## config.mk

```make
export PLATFORM = sky130hd
export DESIGN_NAME = exc_irq_ctrl
export DESIGN_NICKNAME = d
export VERILOG_FILES = /design/src/rtl/exc_irq_ctrl.sv
export SDC_FILE = /design/constraint.sdc
export NUM_CORES = 1
export LEC_CHECK = 0
export CAP_MARGIN = 15
export CORE_MARGIN = 2
export CORE_UTILIZATION = 48
export DETAILED_ROUTE_END_ITERATION = 8
export PLACE_DENSITY = 0.94
export SYNTH_ARGS = -nofsm -noshare
export SYNTH_HDL_FRONTEND = slang
export SYNTH_SLANG_ARGS = --single-unit
```

## constraint.sdc

```tcl
create_clock -name clk -period 2.05 [get_ports clk]
set_input_delay 0.41 -clock clk [delete_from_list [all_inputs] [get_ports clk]]
set_output_delay 0.41 -clock clk [all_outputs]
set_load 0.02 [all_outputs]
```

## src/rtl/exc_irq_ctrl.sv

```systemverilog
// Exception/interrupt controller: N_IRQ synchronised edge-triggered lines, enables, pending, fixed priority.
// Latency: raw rise -> pend after SYNC_STAGES+1 edges; pend -> Exc one edge later (IDLE, line enabled).
// Backpressure: PENDING holds Exc until ExcAck; SERVICE holds off new takes until ERet.
//
// Ports:
//   clk, reset (async active-low)
//   ExtIRQ[N_IRQ]  raw requests (rising edge significant)   IrqEn[N_IRQ]  per-line enable
//   NotAnInstr     invalid opcode of current instruction    ERet / ExcAck handler return / vector ack
//   Exc            exception request                        EStatus[4]    cause (0001 IRQ, 0010 INV)
//   IrqId[ID_W]    handled line index                       ExtIAck[N_IRQ] one-cycle one-hot ack
//   IrqPending     pending vector                           DblFault      sticky nested-fault flag
module exc_irq_ctrl #(
  parameter  int N_IRQ       = 4,
  parameter  int SYNC_STAGES = 2,
  localparam int ID_W        = $clog2(N_IRQ)
) (
  input  logic             clk,
  input  logic             reset,
  input  logic [N_IRQ-1:0] ExtIRQ,
  input  logic [N_IRQ-1:0] IrqEn,
  input  logic             NotAnInstr,
  input  logic             ERet,
  input  logic             ExcAck,
  output logic             Exc,
  output logic [3:0]       EStatus,
  output logic [ID_W-1:0]  IrqId,
  output logic [N_IRQ-1:0] ExtIAck,
  output logic [N_IRQ-1:0] IrqPending,
  output logic             DblFault
);

  typedef enum logic [1:0] {
    S_IDLE    = 2'd0,
    S_PENDING = 2'd1,
    S_SERVICE = 2'd2
  } state_t;

  // Synchroniser chain plus one extra flop for rising-edge detection.
  logic [N_IRQ-1:0] r_sync [SYNC_STAGES];
  logic [N_IRQ-1:0] r_prev;
  logic [N_IRQ-1:0] w_edge;

  logic [N_IRQ-1:0] r_pend;
  logic [N_IRQ-1:0] w_req;
  logic [ID_W-1:0]  w_sel;

  state_t           r_state, w_state_nxt;
  logic             r_cause_inv, w_cause_inv_nxt;
  logic [ID_W-1:0]  r_id, w_id_nxt;
  logic [N_IRQ-1:0] r_ack, w_ack_nxt;
  logic             r_dbl, w_dbl_nxt;
  logic [N_IRQ-1:0] w_clr;
  logic [N_IRQ-1:0] w_id_onehot;

  always_ff @(posedge clk or negedge reset) begin
    if (!reset) begin
      for (int s = 0; s < SYNC_STAGES; s++) r_sync[s] <= '0;
      r_prev <= '0;
    end else begin
      r_sync[0] <= ExtIRQ;
      for (int s = 1; s < SYNC_STAGES; s++) r_sync[s] <= r_sync[s-1];
      r_prev <= r_sync[SYNC_STAGES-1];
    end
  end

  assign w_edge = r_sync[SYNC_STAGES-1] & ~r_prev;

  // Lowest enabled pending index wins.
  assign w_req = r_pend & IrqEn;

  always_comb begin
    w_sel = '0;
    for (int i = N_IRQ - 1; i >= 0; i--) begin
      if (w_req[i]) w_sel = ID_W'(i);
    end
  end

  assign w_id_onehot = {{(N_IRQ-1){1'b0}}, 1'b1} << r_id;

  always_comb begin
    w_state_nxt     = r_state;
    w_cause_inv_nxt = r_cause_inv;
    w_id_nxt        = r_id;
    w_ack_nxt       = '0;
    w_clr           = '0;
    w_dbl_nxt       = r_dbl;
    case (r_state)
      S_IDLE: begin
        // An invalid opcode pre-empts any IRQ; the losing IRQ stays pending.
        if (NotAnInstr) begin
          w_state_nxt     = S_PENDING;
          w_cause_inv_nxt = 1'b1;
        end else if (|w_req) begin
          w_state_nxt     = S_PENDING;
          w_cause_inv_nxt = 1'b0;
          w_id_nxt        = w_sel;
        end
      end
      S_PENDING: begin
        if (ExcAck) begin
          w_state_nxt = S_SERVICE;
          if (!r_cause_inv) begin
            w_ack_nxt = w_id_onehot;
            w_clr     = w_id_onehot;
          end
        end
      end
      S_SERVICE: begin
        if (NotAnInstr) w_dbl_nxt = 1'b1;
        if (ERet) w_state_nxt = S_IDLE;
      end
      default: w_state_nxt = S_IDLE;
    endcase
  end

  always_ff @(posedge clk or negedge reset) begin
    if (!reset) begin
      r_state     <= S_IDLE;
      r_cause_inv <= 1'b0;
      r_id        <= '0;
      r_ack       <= '0;
      r_dbl       <= 1'b0;
      r_pend      <= '0;
    end else begin
      r_state     <= w_state_nxt;
      r_cause_inv <= w_cause_inv_nxt;
      r_id        <= w_id_nxt;
      r_ack       <= w_ack_nxt;
      r_dbl       <= w_dbl_nxt;
      // A new edge on the line being acknowledged re-arms it (set wins).
      r_pend      <= (r_pend & ~w_clr) | w_edge;
    end
  end

  assign Exc        = (r_state == S_PENDING);
  assign EStatus    = (r_state == S_IDLE) ? 4'b0000 :
                      (r_cause_inv        ? 4'b0010 : 4'b0001);
  assign IrqId      = r_id;
  assign ExtIAck    = r_ack;
  assign IrqPending = r_pend;
  assign DblFault   = r_dbl;

endmodule

```

==> results.cfg <==
[detailed_routing]
wl_um = 1567
vias = 625
drt_first_pass_iters = 3
antenna_left = 0
wl_per_cell_um = 12.24
drtIter0Drc = 8
avgViaCountPerCell = 4.883
drc = 0

[placement]
port_buffers = 26
gp_congestion = 0.8586
dp_hpwl_um = 1165
pre_cts_slack_ns = 0.3331

[cts]
clockRootBuffer = clkbuf_4
clkLatencyLatePin_ns = 0.31
clockBufferDepth = 2
cts_sinks = 26
hold_buffers = 0
numCtsBuffers = 3
clk_pin_slew_ns = 0.12
cts_tree = built
htreeDepth = 1

[cells_and_area]
fill_cells = 142
drive_gt1_share_pct = 12.87
fin_nets = 116
synthToLayoutAreaGrowth_pct = 34.26
diodes = 0
postLayoutCoreUtil_pct = 66.51
seq_area_um2 = 653.1
multi_input_area_um2 = 249.0

[critical_path]
rr_worst_depth = 3
critPathArrivalTime_ns = 1.56
rr_startpoint = IrqPending[0]$_DFF_PN0_
critical_path_class = register to output pin
cpPeakStageDelay_ns = 0.62
endpoint = Exc
timing.rr.end = IrqId[0]$_DFFE_PN0P_
critPathSlowestCell = clkdlybuf4s50_1
worstPathRequired_ns = 1.64
worst-path-max-fanout = 7
cp-end-kind = output pin
crit_chain = nor2b_1, clkdlybuf4s50_1
regToRegSetupSlack_ns = 0.72
start_kind = register
crit_start = r_state[0]$_DFFE_PN0P_

[synthesis]
ys_ff_latch = 26
synth_area_leaders = dfrtp_1, inv_1, o22ai_2
synth_top_area_share_pct = 69.06
syn_inst = 72
ys_seq_area_share_pct = 69.06
yosys.area.top_type = dfrtp_1
synthFlopType = dfrtp_1
synth_edf_count = 0
synth_area_per_cell_um2 = 13.09
yosysUniqueCellTypes = 23
yosys_warnings = 0
yosysMostFrequentCell = dfrtp_1
synth_area_um2 = 942.2
synth.top_cells.by_count = dfrtp_1, inv_1, nand2_1
async_reset_ff_share_pct = 100.0

[grt]
grt_pass1_wl_um = 2739
grt_pass1_vias = 621
grt_usage_pct = 15.73
grt_max_degree = 27
grt_antenna_before_repair = 0
overflow = 0

[outcome]
status = finished, final reports clean

[timing]
slew_violations = 0
finalSetupViolCount = 0
min_period_ns = 1.966
fin_crit_sh_pct = 95.91
skew_ns = 0.004150
hold_viol_final = 0
fmax_ghz = 0.5086
tns_ns = 0
fin_ws_ns = 0.08379
hold_slack_ns = 0.3604

[power_and_ir_drop]
p_per_area_mw_per_mm2 = 1214
power.total_mw = 1.536
ir_drop_v = 0.0007256
leakagePower_nw = 0.6088

[hold_path]
whs_path_depth = 0
hold_class = register to register

[floorplanning]
pin_count = 29
die_w_um = 48.31
start_util_pct = 49.54
fp.dieH_um = 48.31
core.rowCount = 16
die_area_mm2 = 0.002333
core_area_mm2 = 0.001902

[job]
cap_violations = 0
-- cell type report --
type,count,share of cell area [%]
well taps,27,2.671
flip-flops and latches,26,51.63
inverters,9,2.671
clock buffers,3,1.780
repair buffers,27,21.56
multi-input cells,36,19.68
-- worst max-delay path: cells and delay by family, from the launching register on --
kind,cells,cell delay [ns]
AND/OR/NAND/NOR,1,0.18
buffers and inverters,1,0.62
flip-flops,1,0.45
-- flip-flops by register name (all words and copies together) (netlist names) --
name         count
DblFault         1
ExtIAck          4
IrqId            2
IrqPending       4
r_cause_inv      1
r_prev           4
r_state          2
r_sync           8
-- logic make-up after synthesis --
| group | share of synthesized area (%) |
|---|---|
| DFF | 69.06 |
| and+or+nand+nor | 11.69 |
| AOI/OAI and AO/OA | 12.48 |
| buffers and inverters | 5.179 |
| muxes | 1.195 |
| other | 0.3980 |
-- worst min-delay path by stage --
stage | start | to | slack [ns]
final | r_sync[4]$_DFF_PN0_ | r_sync[0]$_DFF_PN0_ | 0.36
after global routing | r_sync[6]$_DFF_PN0_ | r_sync[2]$_DFF_PN0_ | 0.37
after CTS | r_sync[6]$_DFF_PN0_ | r_sync[2]$_DFF_PN0_ | 0.36
after detailed placement | r_sync[6]$_DFF_PN0_ | r_sync[2]$_DFF_PN0_ | 0.34
after global placement | r_sync[6]$_DFF_PN0_ | r_sync[2]$_DFF_PN0_ | 0.33
after floorplan | reset | DblFault$_DFFE_PN0P_ | 0.11
-- layout by cell type (no fill, tap or decap) --
cell,count
a21oi_1,4
a22o_1,2
a32oi_1,1
and2_4,1
and2b_4,1
and3_1,1
and4bb_1,1
buf_4,1
clkbuf_4,3
clkdlybuf4s50_1,24
conb_1,2
dfrtp_1,24
dfrtp_2,2
dlymetal6s2s_1,2
inv_1,9
mux2_1,1
nand2_1,5
nand2b_1,1
nor2_1,2
nor2_2,1
nor2b_1,2
nor2b_4,1
nor3_2,1
o21ai_1,3
o21bai_1,1
o22ai_1,2
o22ai_2,2
o41a_1,1
-- layer usage --
layer  wire length, µm  share of wire [%]  track usage [%]  vias up
met4                42                2.7            7.143        0
met2               781                 50            25.69       22
met1               643                 41            18.20      301
met5                 0                  0                0        -
met3               100                6.4            6.481        6
li1                  -                  -                -      296
-- report_power, final --
part	switching [mW]	internal (mW)	total [mW]
Clock	0.129	0.0687	0.198
Sequential	0.120	0.619	0.739
Combinational	0.292	0.307	0.599
-- what timing repair did --
| action | 4_1_cts | 5_1_grt |
|---|---|---|
| gates resized for setup | 0 | 5 |
| setup endpoints to repair | 0 | 3 |
| setup buffers | 0 | 0 |
-- stage by stage --
stage          std cells  instance area [µm²]
4_1_cts              128                 1255
3_5_place_dp         125                 1232
2_1_floorplan         73                945.9
6_report             128                 1265
3_3_place_gp         125                 1232
5_1_grt              128                 1265
Note: power is estimated with default switching activity, not from simulation.
